--- src/rtl/pc_gen_pkg.sv ---
// Shared types for the fetch front end: branch-type codes, FSM encoding, reset PC default.
// Pure declarations; no logic, no latency.
package pc_gen_pkg;

    typedef enum logic [1:0] {
        BR_COND   = 2'b00,
        BR_UNCOND = 2'b01,
        BR_CALL   = 2'b10,
        BR_REG    = 2'b11
    } br_type_e;

    typedef enum logic {
        ST_BOOT = 1'b0,
        ST_RUN  = 1'b1
    } fsm_state_e;

    localparam int unsigned PC_RESET_DEFAULT = 0;

endpackage

--- src/rtl/pc_gen_if.sv ---
// Bundle between hazard/decode + instruction memory (master side) and the PC generator (slave side).
// Wires only; fetch_ready is the memory's acceptance of pc, stall is the hazard unit's hold.
interface pc_gen_if #(
    parameter int PC_WIDTH = 16,
    parameter int COND_W   = 8,
    parameter int UNCOND_W = 11,
    parameter int LINK_W   = 6
);
    logic                stall;
    logic                fetch_ready;
    logic                br_taken;
    logic [1:0]          branch_type;
    logic                is_ret;
    logic [COND_W-1:0]   cond_offset;
    logic [UNCOND_W-1:0] uncond_offset;
    logic [LINK_W-1:0]   link_offset;
    logic [PC_WIDTH-1:0] reg_data;

    logic [PC_WIDTH-1:0] pc;
    logic                fetch_valid;
    logic [PC_WIDTH-1:0] pc_if_id;
    logic                id_valid;
    logic [PC_WIDTH-1:0] link_pc;
    logic                squash_if;
    logic                ras_empty;
    logic                ras_full;

    modport master (
        output stall, fetch_ready, br_taken, branch_type, is_ret,
               cond_offset, uncond_offset, link_offset, reg_data,
        input  pc, fetch_valid, pc_if_id, id_valid, link_pc, squash_if,
               ras_empty, ras_full
    );

    modport slave (
        input  stall, fetch_ready, br_taken, branch_type, is_ret,
               cond_offset, uncond_offset, link_offset, reg_data,
        output pc, fetch_valid, pc_if_id, id_valid, link_pc, squash_if,
               ras_empty, ras_full
    );

endinterface

--- src/rtl/pc_gen_return_stack.sv ---
// Circular return-address stack; top is combinational, push/pop take effect on the next edge.
// No backpressure: a push when full silently overwrites the oldest entry, a pop when empty is ignored.
module return_stack #(
    parameter int PC_WIDTH  = 16,
    parameter int RAS_DEPTH = 4
) (
    input  logic                clk,
    input  logic                reset,
    input  logic                push,
    input  logic                pop,
    input  logic [PC_WIDTH-1:0] push_data,
    output logic [PC_WIDTH-1:0] top,
    output logic                empty,
    output logic                full
);
    localparam int PTR_W = $clog2(RAS_DEPTH);
    localparam int CNT_W = PTR_W + 1;

    logic [PC_WIDTH-1:0] r_mem [RAS_DEPTH];
    logic [PTR_W-1:0]    r_ptr;
    logic [CNT_W-1:0]    r_cnt;
    logic [PTR_W-1:0]    w_top_idx;

    // r_ptr is the next write slot, so the top lives one below it
    assign w_top_idx = r_ptr - PTR_W'(1);
    assign top       = r_mem[w_top_idx];
    assign empty     = (r_cnt == '0);
    assign full      = (r_cnt == CNT_W'(RAS_DEPTH));

    always_ff @(posedge clk or negedge reset) begin
        if (!reset) begin
            for (int i = 0; i < RAS_DEPTH; i++) begin
                r_mem[i] <= '0;
            end
            r_ptr <= '0;
            r_cnt <= '0;
        end else if (push) begin
            r_mem[r_ptr] <= push_data;
            r_ptr        <= r_ptr + PTR_W'(1);
            if (!full) begin
                r_cnt <= r_cnt + CNT_W'(1);
            end
        end else if (pop && !empty) begin
            r_ptr <= r_ptr - PTR_W'(1);
            r_cnt <= r_cnt - CNT_W'(1);
        end
    end

endmodule

--- src/rtl/pc_gen_unit.sv ---
// Next-PC generator with IF/ID PC register, ID-stage branch resolution and return-address stack.
// One-cycle branch penalty; stall or !fetch_ready holds the PC, but a redirect always loads its target.
module pc_gen_unit
    import pc_gen_pkg::*;
#(
    parameter int                  PC_WIDTH  = 16,
    parameter int                  COND_W    = 8,
    parameter int                  UNCOND_W  = 11,
    parameter int                  LINK_W    = 6,
    parameter int                  RAS_DEPTH = 4,
    parameter logic [PC_WIDTH-1:0] RESET_PC  = PC_WIDTH'(PC_RESET_DEFAULT)
) (
    input  logic     clk,
    input  logic     reset,
    pc_gen_if.slave  bus
);
    localparam logic [PC_WIDTH-1:0] PC_ONE = PC_WIDTH'(1);

    fsm_state_e          r_state;
    fsm_state_e          w_state_next;
    logic                w_fetch_valid;

    logic [PC_WIDTH-1:0] r_pc;
    logic [PC_WIDTH-1:0] r_pc_if_id;
    logic                r_id_valid;

    logic [PC_WIDTH-1:0] w_pc_next;
    logic [PC_WIDTH-1:0] w_target;
    logic [PC_WIDTH-1:0] w_link_pc;
    logic [PC_WIDTH-1:0] w_cond_ext;
    logic [PC_WIDTH-1:0] w_uncond_ext;
    logic [PC_WIDTH-1:0] w_link_ext;
    logic [PC_WIDTH-1:0] w_ras_top;
    logic                w_ras_empty;
    logic                w_ras_full;
    logic                w_redirect;
    logic                w_advance;
    logic                w_push;
    logic                w_pop;

    always_ff @(posedge clk or negedge reset) begin
        if (!reset) begin
            r_state <= ST_BOOT;
        end else begin
            r_state <= w_state_next;
        end
    end

    always_comb begin
        w_state_next = r_state;
        case (r_state)
            ST_BOOT: w_state_next = ST_RUN;
            ST_RUN:  w_state_next = ST_RUN;
            default: w_state_next = ST_BOOT;
        endcase
    end

    always_comb begin
        w_fetch_valid = 1'b0;
        case (r_state)
            ST_RUN:  w_fetch_valid = 1'b1;
            default: w_fetch_valid = 1'b0;
        endcase
    end

    assign w_redirect = bus.br_taken & r_id_valid & ~bus.stall & (r_state == ST_RUN);
    assign w_advance  = bus.fetch_ready & ~bus.stall;
    assign w_link_pc  = r_pc_if_id + PC_ONE;

    assign w_cond_ext   = {{(PC_WIDTH-COND_W){bus.cond_offset[COND_W-1]}}, bus.cond_offset};
    assign w_uncond_ext = {{(PC_WIDTH-UNCOND_W){bus.uncond_offset[UNCOND_W-1]}}, bus.uncond_offset};
    assign w_link_ext   = {{(PC_WIDTH-LINK_W){bus.link_offset[LINK_W-1]}}, bus.link_offset};

    always_comb begin
        w_target = bus.reg_data;
        case (bus.branch_type)
            BR_COND:   w_target = r_pc_if_id + w_cond_ext;
            BR_UNCOND: w_target = r_pc_if_id + w_uncond_ext;
            BR_CALL:   w_target = r_pc_if_id + w_link_ext;
            BR_REG:    w_target = (bus.is_ret && !w_ras_empty) ? w_ras_top : bus.reg_data;
            default:   w_target = bus.reg_data;
        endcase
    end

    // BOOT has no live request, so the reset PC is held until the first real fetch
    always_comb begin
        if (w_redirect) begin
            w_pc_next = w_target;
        end else if (bus.stall || !bus.fetch_ready || !w_fetch_valid) begin
            w_pc_next = r_pc;
        end else begin
            w_pc_next = r_pc + PC_ONE;
        end
    end

    always_ff @(posedge clk or negedge reset) begin
        if (!reset) begin
            r_pc       <= RESET_PC;
            r_pc_if_id <= '0;
            r_id_valid <= 1'b0;
        end else begin
            r_pc <= w_pc_next;
            if (w_advance) begin
                r_pc_if_id <= r_pc;
                r_id_valid <= w_fetch_valid & ~w_redirect;
            end else if (w_redirect) begin
                r_id_valid <= 1'b0;
            end
        end
    end

    assign w_push = w_redirect & (bus.branch_type == BR_CALL);
    assign w_pop  = w_redirect & (bus.branch_type == BR_REG) & bus.is_ret;

    return_stack #(
        .PC_WIDTH  (PC_WIDTH),
        .RAS_DEPTH (RAS_DEPTH)
    ) u_ras (
        .clk       (clk),
        .reset     (reset),
        .push      (w_push),
        .pop       (w_pop),
        .push_data (w_link_pc),
        .top       (w_ras_top),
        .empty     (w_ras_empty),
        .full      (w_ras_full)
    );

    assign bus.pc          = r_pc;
    assign bus.fetch_valid = w_fetch_valid;
    assign bus.pc_if_id    = r_pc_if_id;
    assign bus.id_valid    = r_id_valid;
    assign bus.link_pc     = w_link_pc;
    assign bus.squash_if   = w_redirect;
    assign bus.ras_empty   = w_ras_empty;
    assign bus.ras_full    = w_ras_full;

endmodule

--- src/flat_wrapper.sv ---
// flat-port wrapper written by rule: the top's interface ports become plain ports
module pc_gen_unit_flat import pc_gen_pkg::*;
#(
    parameter int                  PC_WIDTH  = 16,
    parameter int                  COND_W    = 8,
    parameter int                  UNCOND_W  = 11,
    parameter int                  LINK_W    = 6,
    parameter int                  RAS_DEPTH = 4,
    parameter logic [PC_WIDTH-1:0] RESET_PC  = PC_WIDTH'(PC_RESET_DEFAULT)
)
  (clk, reset, bus_stall, bus_fetch_ready, bus_br_taken, bus_branch_type, bus_is_ret, bus_cond_offset, bus_uncond_offset, bus_link_offset, bus_reg_data, bus_pc, bus_fetch_valid, bus_pc_if_id, bus_id_valid, bus_link_pc, bus_squash_if, bus_ras_empty, bus_ras_full);
  pc_gen_if #(.PC_WIDTH(PC_WIDTH), .COND_W(COND_W), .UNCOND_W(UNCOND_W), .LINK_W(LINK_W)) bus_i ();
  input  logic clk;
  input  logic reset;
  input wire logic [$bits(bus_i.stall)-1:0] bus_stall;
  input wire logic [$bits(bus_i.fetch_ready)-1:0] bus_fetch_ready;
  input wire logic [$bits(bus_i.br_taken)-1:0] bus_br_taken;
  input wire logic [$bits(bus_i.branch_type)-1:0] bus_branch_type;
  input wire logic [$bits(bus_i.is_ret)-1:0] bus_is_ret;
  input wire logic [$bits(bus_i.cond_offset)-1:0] bus_cond_offset;
  input wire logic [$bits(bus_i.uncond_offset)-1:0] bus_uncond_offset;
  input wire logic [$bits(bus_i.link_offset)-1:0] bus_link_offset;
  input wire logic [$bits(bus_i.reg_data)-1:0] bus_reg_data;
  output wire logic [$bits(bus_i.pc)-1:0] bus_pc;
  output wire logic [$bits(bus_i.fetch_valid)-1:0] bus_fetch_valid;
  output wire logic [$bits(bus_i.pc_if_id)-1:0] bus_pc_if_id;
  output wire logic [$bits(bus_i.id_valid)-1:0] bus_id_valid;
  output wire logic [$bits(bus_i.link_pc)-1:0] bus_link_pc;
  output wire logic [$bits(bus_i.squash_if)-1:0] bus_squash_if;
  output wire logic [$bits(bus_i.ras_empty)-1:0] bus_ras_empty;
  output wire logic [$bits(bus_i.ras_full)-1:0] bus_ras_full;
  assign bus_i.stall = bus_stall;
  assign bus_i.fetch_ready = bus_fetch_ready;
  assign bus_i.br_taken = bus_br_taken;
  assign bus_i.branch_type = bus_branch_type;
  assign bus_i.is_ret = bus_is_ret;
  assign bus_i.cond_offset = bus_cond_offset;
  assign bus_i.uncond_offset = bus_uncond_offset;
  assign bus_i.link_offset = bus_link_offset;
  assign bus_i.reg_data = bus_reg_data;
  assign bus_pc = bus_i.pc;
  assign bus_fetch_valid = bus_i.fetch_valid;
  assign bus_pc_if_id = bus_i.pc_if_id;
  assign bus_id_valid = bus_i.id_valid;
  assign bus_link_pc = bus_i.link_pc;
  assign bus_squash_if = bus_i.squash_if;
  assign bus_ras_empty = bus_i.ras_empty;
  assign bus_ras_full = bus_i.ras_full;
  pc_gen_unit #(.PC_WIDTH(PC_WIDTH), .COND_W(COND_W), .UNCOND_W(UNCOND_W), .LINK_W(LINK_W), .RAS_DEPTH(RAS_DEPTH), .RESET_PC(RESET_PC)) u_core (.clk(clk), .reset(reset), .bus(bus_i));
endmodule
--- config.mk ---
export PLATFORM = sky130hd
export DESIGN_NAME = pc_gen_unit_flat
export DESIGN_NICKNAME = d
export VERILOG_FILES = /design/src/rtl/pc_gen_pkg.sv /design/src/rtl/pc_gen_if.sv /design/src/rtl/pc_gen_return_stack.sv /design/src/rtl/pc_gen_unit.sv /design/src/flat_wrapper.sv
export SDC_FILE = /design/constraint.sdc
export NUM_CORES = 1
export LEC_CHECK = 0
export BUFFER_PORTS_ARGS = -buffer_cell sky130_fd_sc_hd__buf_2
export CORE_MARGIN = 4
export CORE_UTILIZATION = 30
export CTS_CLUSTER_DIAMETER = 100
export DETAILED_ROUTE_END_ITERATION = 8
export SETUP_SLACK_MARGIN = 0.2
export SLEW_MARGIN = 10
export SYNTH_ARGS = -nofsm -noshare
export SYNTH_HDL_FRONTEND = slang
export SYNTH_SLANG_ARGS = --single-unit
--- constraint.sdc ---
create_clock -name clk -period 2.7 [get_ports clk]
set_input_delay 0.135 -clock clk [delete_from_list [all_inputs] [get_ports clk]]
set_output_delay 0.135 -clock clk [all_outputs]
set_load 0.005 [all_outputs]
==> flow_summary.toml, run 1 <==
[worst_setup_path]
endpoint_kind = "primary output"
cp.arrival_ns = 2.28
crit_path_max_fanout = 8
cp.required_ns = 2.57
worstReg2RegStart = "u_core.bus.pc_if_id[0]"
worst-setup-path-type = "reg -> out"
rr_worst_depth = 8
worst_setup_path_start_kind = "register"
startpoint = "u_core.bus.pc_if_id[0]"

[drt]
vias_per_cell = 4.954
finalWirelength_um = 17430
firstDrtPassIters = 5
drc = 0
drt_iter0_markers = 250
wl_per_cell_um = 17.19
vias = 5023
final_antenna_net_count = 0

[logic_synthesis]
synthCells = 627
synthAdderAreaFrac_pct = 6.016
ys_top_cells_by_area = "dfrtp_1, nand2_1, mux4_2"
yosysWarnings = 0
synth_compound_area_share_pct = 14.28
ys_types = 50
synth.ff_latch_count = 103
synth_seq_area_share_pct = 42.44
yosys.area_share.simple_pct = 13.82
synth_commonest_cells = "nand2_1, dfrtp_1, o21ai_1"
synth_nets = 704
synth.cell_area_um2 = 6073
synthArstFlopShare_pct = 100.0
synth_edf_count = 0
synth_top_family_by_area = "compound AO/OA/AOI/OAI gates"
syn_avg_cell_area_um2 = 9.686
yosysTopAreaCellShare_pct = 42.44
synth_ff_type = "dfrtp_1"
yosys-mux-area-fraction_pct = 13.29
synth-xor-area-share_pct = 6.201
synth_most_common_cell = "nand2_1"
yosysTopAreaCell = "dfrtp_1"

[sta]
period_share_pct = 89.35
finClkSkew_ns = 0.01060
rsz0062_at_grt = "true"
fmax_mhz = 414.5
min_period_ns = 2.412
worst_slew_margin_rel_pct = 54.54
hold_slack_ns = 0.1901
setup_tns_ns = 0
setup_viol = 0
fin_ws_ns = 0.2875
report.final.slew_viol_count = 0
tightestPinTransition_ns = 0.6818
finalHoldViolations = 0

[final_layout]
stdcell_count = 1014
final_core_util_pct = 37.74
syn2layout_area_growth_pct = 22.52
drive_gt1_share_pct = 28.70
diodes = 0
nets = 821

[worst_hold_path]
hold_class = "in -> reg"
min_path_cells = 5
hp-start = "bus_reg_data[5]"

[outcome]
status = "finished clean"

[place]
dp.final_hpwl_um = 13320
numPortBuffers = 101
finalWeightedCongestion = 0.8072
place_inst = 997
pre_cts_ws_ns = -0.1175

[global_routing]
grt_pass1_wl_um = 27570
grt_max_degree = 53
grt_usage_pct = 15.76
grt_pass1_vias = 5013
grt.overflow.total = 0
antenna_found_initial = 0

[power_and_ir_drop]
power.leakage_nw = 3.425
swShare_pct = 40.34
pwr-share-seq_pct = 35.3
p_switching_mw = 2.833
peakVddDrop_v = 0.0004154
internal_power_mw = 4.191
powerDensity_nw_per_um2 = 944.0
power_frac_clock_pct = 19.5
combPwrFrac_pct = 45.2

[clocking]
htree_levels = 3
tritoncts = "built"
clock_latency_ns = 0.36
cts-buffers-inserted = 9
clk_pin_slew_worst_paths_ns = 0.07
numClockSinks = 103
clock_path_buffers = 2
root_buffer = "clkbuf_16"

[floorplan]
core_area_um2 = 19720
die_w_um = 150.3
io_pins = 102
fp.dieArea_um2 = 22580
die_h_um = 150.3
rows = 51
start_util_pct = 30.80

[flow_run]
maxCapViolations = 0
==> layout by cell type, fill, tap and decap left out, drive strengths merged, types with 2 or more instances in the layout <==
master | netlist | final
a31oi | 3 | 3
ha | 26 | 26
o22ai | 6 | 6
nor2 | 18 | 18
nand3 | 19 | 19
mux2 | 29 | 29
xnor2 | 17 | 17
nand4 | 10 | 10
nor3b | 3 | 3
nor3 | 10 | 10
a21o | 3 | 3
fa | 2 | 2
clkbuf | 22 | 12
nor2b | 4 | 4
a2111oi | 2 | 2
or2 | 2 | 2
buf | 8 | 135
a21oi | 29 | 29
o21ai | 83 | 83
and4 | 3 | 3
mux2i | 12 | 12
nand2 | 104 | 104
xor2 | 26 | 26
and3 | 6 | 6
dfrtp | 103 | 103
clkinv | 0 | 2
inv | 30 | 31
a22oi | 8 | 8
o211ai | 7 | 7
mux4 | 16 | 16
==> state kept, by name (all words and copies together) (netlist names) <==
signal	count
u_core.u_ras.r_ptr	2
u_core.bus.pc_if_id	16
u_core.r_state	1
u_core.bus.pc	16
u_core.u_ras.r_cnt	3
u_core.u_ras.r_mem	64
u_core.bus.id_valid	1
==> cell type report <==
class                   instances  area [µm²]
clock buffers                  12       256.5
clock inverters                 4       52.55
fillers                      1992       12280
inverters                      30       112.6
multi-input cells             464        3334
flip-flops and latches        103        2580
well taps                     265       331.6
repair buffers                136       773.2
==> worst paths after layout <==
kind | end | slack [ns]
setup / recovery | bus_link_pc[12] | 0.29
hold / removal | u_core.bus.pc[5] | 0.19
setup reg to reg | u_core.bus.pc[14] | 0.44
hold reg to reg | u_core.u_ras.r_mem[44] | 0.48
max in group asynchronous | u_core.bus.pc_if_id[11] | 1.61
min in group asynchronous | u_core.u_ras.r_mem[17] | 0.35
==> critical path, stage by stage (launching register included) <==
cell and delay (ns):
dfrtp_1 0.36, buf_4 0.18, ha_1 0.22, nand2_1 0.13
nor3_2 0.22, buf_4 0.18, nand3_1 0.10, xor2_1 0.20
buf_4 0.18, inv_1 0.04, buf_2 0.11
==> power groups by stage <==
stage | Sequential [mW] | Clock (mW) | Combinational, mW
global route | 2.54 | 1.45 | 3.54
detailed placement | 2.49 | 0 | 3.18
CTS | 2.47 | 1.39 | 3.20
global placement | 2.49 | 0 | 3.15
finish | 2.48 | 1.37 | 3.18
floorplan | 2.34 | 0 | 1.96
==> what timing repair did <==
action,in CTS,in global routing
gates resized for setup,1,13
buffers inserted,0,0
gates cloned,0,0
endpoints found under the hold margin,49,0
endpoints found under the setup margin,3,14
hold buffers,1,0
==> metal layers <==
metal / global-route usage (%) / wire [µm]
met5: 0 / 0
met4: 3.385 / 214
met3: 3.191 / 987
met2: 25.43 / 8318
met1: 22.00 / 7907
==> logic make-up (layout without fill, tap and decap cells) <==
group | Yosys count | count (layout)
other | 1 | 1
DFF | 103 | 103
buffers and inverters | 60 | 182
muxes | 57 | 57
xor gates and xnor gates | 43 | 43
adders and majority gates | 28 | 28
AOI/OAI and AO/OA | 150 | 150
and+or+nand+nor | 185 | 185
==> stage by stage <==
stage / area (µm²) / power (mW)
final: 7441 / 7.024
after global routing: 7441 / 7.524
after CTS: 7383 / 7.056
after detailed placement: 7059 / 5.669
after global placement: 7059 / 5.637
after floorplan: 6110 / 4.296
Note: power is estimated with default switching activity, not from simulation.
==> run 2: changes to the inputs <==
--- a/config.mk
+++ b/config.mk
@@ -5,11 +5,13 @@
 export SDC_FILE = /design/constraint.sdc
 export NUM_CORES = 1
 export LEC_CHECK = 0
+export ABC_AREA = 1
 export BUFFER_PORTS_ARGS = -buffer_cell sky130_fd_sc_hd__buf_2
 export CORE_MARGIN = 4
 export CORE_UTILIZATION = 30
 export CTS_CLUSTER_DIAMETER = 100
 export DETAILED_ROUTE_END_ITERATION = 8
+export GPL_ROUTABILITY_DRIVEN = 0
 export SETUP_SLACK_MARGIN = 0.2
 export SLEW_MARGIN = 10
 export SYNTH_ARGS = -nofsm -noshare
==> flow_summary.toml, run 2 <==
[worst_setup_path]
crit_path_max_fanout = 6
cp.required_ns = 2.57
worst_setup_path_start_kind = "register"
endpoint_kind = "primary output"
worst-setup-path-type = "reg -> out"
cp.arrival_ns = 2.22

[global_routing]
grt_max_degree = 49
grt.overflow.total = 0
grt_usage_pct = 17.73
grt_pass1_wl_um = 33940
antenna_found_initial = 0
grt_pass1_vias = 6213

[sta]
rsz0062_at_grt = "false"
fin_ws_ns = 0.3420
period_share_pct = 87.33
finClkSkew_ns = 0.008493
hold_slack_ns = 0.2214
worst_slew_margin_rel_pct = 51.78
setup_viol = 0
tightestPinTransition_ns = 0.7225
setup_tns_ns = 0
min_period_ns = 2.358
report.final.slew_viol_count = 0
finalHoldViolations = 0
fmax_mhz = 424.1

[power_and_ir_drop]
power_frac_clock_pct = 19.6
powerDensity_nw_per_um2 = 883.1
power.leakage_nw = 4.128
internal_power_mw = 3.833
pwr-share-seq_pct = 33.6
finalPower_mw = 6.932
peakVddDrop_v = 0.0004166
combPwrFrac_pct = 46.8
swShare_pct = 44.70
p_switching_mw = 3.099

[floorplan]
start_util_pct = 30.84
die_w_um = 155.9
fp.dieArea_um2 = 24310
core_area_um2 = 21290
io_pins = 102
rows = 53
die_h_um = 155.9

[logic_synthesis]
synth_commonest_cells = "nand2_1, inv_1, dfrtp_1, o21ai_0, nor2_1"
yosysTopAreaCell = "dfrtp_1"
syn_avg_cell_area_um2 = 7.135
synth.cell_area_um2 = 6564
synth.ff_latch_count = 103
synth_nets = 997
synth_seq_area_share_pct = 39.27
ys_types = 39
yosysWarnings = 0
ys_top_cells_by_area = "dfrtp_1, nand2_1, o21ai_0"
synthCells = 920
synth_edf_count = 0
yosysTopAreaCellShare_pct = 39.27
synth_ff_type = "dfrtp_1"
synthArstFlopShare_pct = 100.0
synth_most_common_cell = "nand2_1"

[final_layout]
drive_gt1_share_pct = 16.57
largest_reg_flops = 64
final_common_cell = "nand2_1"
diodes = 0
nets = 1104
syn2layout_area_growth_pct = 19.58
final_core_util_pct = 36.87
final_cell_mix = "nand2_1, inv_1, o21ai_0"
stdcell_count = 1307
stdcell_area_um2 = 7849
top_register = "u_core.u_ras.r_mem"

[drt]
firstDrtPassIters = 5
drc = 0
finalWirelength_um = 21560
wl_per_cell_um = 16.49
vias_per_cell = 4.934
vias = 6449
drt_iter0_markers = 722
final_antenna_net_count = 0

[clocking]
clock_latency_ns = 0.36
tritoncts = "built"
htree_levels = 3
numClockSinks = 103
root_buffer = "clkbuf_16"
clk_pin_slew_worst_paths_ns = 0.08
clock_path_buffers = 2
cts-buffers-inserted = 9

[place]
place_area_um2 = 7453
place_inst = 1287
numPortBuffers = 101
pre_cts_ws_ns = -0.09551
dp.final_hpwl_um = 15940

[flow_run]
maxCapViolations = 0

[outcome]
status = "finished clean"

[worst_hold_path]
hold_class = "in -> reg"
run 2: logic make-up after synthesis:
family | share of synthesized area (%)
simple gates | 27.91
compound gates | 15.69
buf+inv | 8.120
other cells | 0.05713
xor+xnor | 3.393
fa+ha+maj | 5.566
flops | 39.27
run 2: cell type report:
class,count,area (µm²)
inverter,108,405.4
sequential,103,2581
multi-input combinational,678,3515
clock inverter,6,68.82
clock buffer,10,229.0
fill,2263,13440
tap,275,344.1
timing repair buffer,127,705.7
run 2: power groups by stage:
| stage | clock [mW] | sequential, mW | combinational, mW |
|---|---|---|---|
| 2_1_floorplan | 0 | 2.22 | 2.07 |
| 3_3_place_gp | 0 | 2.34 | 3.15 |
| 3_5_place_dp | 0 | 2.34 | 3.18 |
| 4_1_cts | 1.37 | 2.32 | 3.20 |
| 5_1_grt | 1.43 | 2.38 | 3.72 |
| 6_report | 1.36 | 2.33 | 3.25 |
run 2: metal layers:
metal  track usage (%)  wire [µm]  vias to the layer above  part of all wire (%)
li1                  -          -                     3183                     -
met1             24.93       9897                     3032                    46
met2             28.29       9920                      212                    46
met3             3.551       1384                       22                   6.4
met4             4.002        356                        0                   1.7
met5                 0          0                        -                     0
run 2: critical path, cell delays in order (launching register included):
cell	delay, ns
dfrtp_2	0.45
ha_1	0.22
nand3_2	0.13
nor3_4	0.22
nand3_2	0.14
nor3_4	0.21
nand2_2	0.12
xnor2_4	0.22
buf_2	0.15
run 2: repair_timing:
item / CTS / global route
gates resized for setup: 3 / 11
buffers inserted: 0 / 3
endpoints found under the setup margin: 5 / 13
hold buffers: 1 / 0
hold endpoints to repair: 45 / 0
run 2: path summary, 6_finish.rpt:
kind | start | to | slack [ns] | cells after the start
max reg2reg | u_core.u_ras.r_ptr[1] | u_core.bus.pc[8] | 0.48 | 9
max | u_core.bus.pc_if_id[1] | bus_link_pc[12] | 0.34 | 8
min in group asynchronous | reset | u_core.u_ras.r_mem[48] | 0.35 | 2
min reg2reg | u_core.u_ras.r_mem[5] | u_core.u_ras.r_mem[5] | 0.48 | 2
min | bus_reg_data[5] | u_core.bus.pc[5] | 0.22 | 3
max in group asynchronous | reset | u_core.u_ras.r_mem[4] | 1.54 | 3
==> run 3: changes to the inputs <==
--- a/config.mk
+++ b/config.mk
@@ -5,7 +5,6 @@
 export SDC_FILE = /design/constraint.sdc
 export NUM_CORES = 1
 export LEC_CHECK = 0
-export ABC_AREA = 1
 export BUFFER_PORTS_ARGS = -buffer_cell sky130_fd_sc_hd__buf_2
 export CORE_MARGIN = 4
 export CORE_UTILIZATION = 30
@@ -16,4 +15,5 @@
 export SLEW_MARGIN = 10
 export SYNTH_ARGS = -nofsm -noshare
 export SYNTH_HDL_FRONTEND = slang
+export SYNTH_HIERARCHICAL = 1
 export SYNTH_SLANG_ARGS = --single-unit
==> constraint.sdc (replaced) <==
create_clock -name clk -period 2.7 [get_ports clk]
set_input_delay 0.405 -clock clk [delete_from_list [all_inputs] [get_ports clk]]
set_output_delay 0.405 -clock clk [all_outputs]
set_load 0.005 [all_outputs]
==> flow_summary.toml, run 3 <==
[outcome]
status = "finished clean"

[logic_synthesis]
yosysWarnings = 6
synth_edf_count = 0
syn_avg_cell_area_um2 = 11.62
synth_nets = 618
synthArstFlopShare_pct = 100.0
synth.cell_area_um2 = 6289
synth_most_common_cell = "dfrtp_1"
synth_ff_type = "dfrtp_1"
yosysTopAreaCell = "dfrtp_1"
synth.ff_latch_count = 103
yosysTopAreaCellShare_pct = 40.99
ys_types = 53
ys_top_cells_by_area = "dfrtp_1, mux2_2, ha_1"
synth_commonest_cells = "dfrtp_1, mux2_2, nand2_1"
synthCells = 541
synth_seq_area_share_pct = 40.99

[clocking]
clock_latency_ns = 0.35
htree_levels = 3
postCtsHoldBufs = 0
clk_pin_slew_worst_paths_ns = 0.07
tritoncts = "built"
cts-buffers-inserted = 9
root_buffer = "clkbuf_16"
clock_path_buffers = 2
numClockSinks = 103

[sta]
finClkSkew_ns = 0.007900
period_share_pct = 90.72
fin_ws_ns = 0.2505
hold_slack_ns = 0.08934
setup_viol = 0
tightestPinTransition_ns = 0.6845
min_period_ns = 2.449
report.final.slew_viol_count = 0
rsz0062_at_grt = "true"
fmax_mhz = 408.2
finalHoldViolations = 0
worst_slew_margin_rel_pct = 54.36

[power_and_ir_drop]
power.leakage_nw = 3.913
powerDensity_nw_per_um2 = 939.7
finalPower_mw = 7.564
peakVddDrop_v = 0.0003690

[global_routing]
grt_usage_pct = 15.27
grt_max_degree = 51
antenna_found_initial = 1
grt.overflow.total = 0
grt_pass1_wl_um = 28360
grt_pass1_vias = 4949

[final_layout]
final_cell_mix = "dfrtp_1, buf_2, mux2_2"
nets = 771
diodes = 0
fill_cells = 1988
drive_gt1_share_pct = 45.06
top_register = "u_core/u_ras/r_mem"
stdcell_area_um2 = 8049
syn2layout_area_growth_pct = 27.99
largest_reg_flops = 64
final_common_cell = "dfrtp_1"
stdcell_count = 969

[drt]
drc = 0
drt_iter0_markers = 286
finalWirelength_um = 18110
final_antenna_net_count = 0
wl_per_cell_um = 18.69
firstDrtPassIters = 6
vias_per_cell = 5.008
vias = 4853

[floorplan]
fp.dieArea_um2 = 23340
start_util_pct = 30.78
io_pins = 102
rows = 52
die_w_um = 152.8
core_area_um2 = 20430
die_h_um = 152.8

[worst_setup_path]
cp.arrival_ns = 2.04
cp.required_ns = 2.30
crit_path_max_fanout = 5
endpoint_kind = "primary output"
worst_setup_path_start_kind = "register"
worst-setup-path-type = "reg -> out"

[place]
numPortBuffers = 101
place_area_um2 = 7465
pre_cts_ws_ns = -0.2594
dp.final_hpwl_um = 13210
place_inst = 942

[flow_run]
maxCapViolations = 0

[worst_hold_path]
hold_class = "in -> async"
==> run 3: what timing repair did <==
item,CTS,global route
gates cloned,0,0
gates resized for setup,17,33
pin swaps,7,20
endpoints found under the setup margin,14,15
setup buffers,4,7
==> run 3: area by class of cell <==
class,instances,area (µm²),area share [%]
clock buffers,10,229.0,2.845
clock inverters,6,62.56,0.7772
inverters,12,52.55,0.6529
multi-input cells,401,3745,46.53
flip-flops and latches,103,2579,32.04
well taps,270,337.8,4.197
repair buffers,167,1044,12.96
==> run 3: report_power, final <==
part	internal [mW]	total (mW)	switching, mW
sequential	1.92	2.46	0.539
clock	0.654	1.29	0.641
combinational	1.98	3.81	1.84
==> run 3: worst paths after layout <==
path                                         from                     end  slack [ns]  depth (start not counted)
min in group clk                  bus_reg_data[3]        u_core/bus.pc[3]        0.46                          5
max reg2reg                u_core/bus.pc_if_id[0]       u_core/bus.pc[14]        0.36                          9
min reg2reg                u_core/u_ras/r_mem[25]  u_core/u_ras/r_mem[25]        0.50                          1
min                                         reset   u_core/u_ras/r_mem[9]        0.09                          1
max in group asynchronous                   reset  u_core/bus.pc_if_id[1]        1.86                          2
max                        u_core/bus.pc_if_id[3]         bus_link_pc[14]        0.25                          7
==> run 3: kinds of logic after synthesis <==
logic type / after synthesis / share of synthesized area (%)
xor gates and xnor gates: 44 / 6.128
AOI/OAI and AO/OA: 99 / 9.948
other: 1 / 0.05963
adders and majority gates: 28 / 5.810
buffers and inverters: 37 / 3.203
DFF: 103 / 40.99
and+or+nand+nor: 114 / 9.371
muxes: 115 / 24.49
==> run 3: critical path, cell delays in order, from the launching register on <==
cell	delay, ns
dfrtp_1	0.36
and3_4	0.20
and4_4	0.24
and2_4	0.16
and3_4	0.19
nand3_1	0.12
xnor2_2	0.24
buf_2	0.18
==> run 3: per-stage QoR <==
stage	TNS (ns)	util, %
floorplan	0	-
global placement	-1.167	36.54
detailed placement	-1.630	36.54
CTS	0	38.51
global route	0	39.40
finish	0	39.40
==> run 3: layer usage <==
metal	share of wire (%)	global-route usage [%]	vias to the layer above
li1	-	-	2313
met1	45	20.07	2412
met2	48	25.61	106
met3	5.5	3.664	20
met4	1.5	3.521	2
met5	0.072	0	-
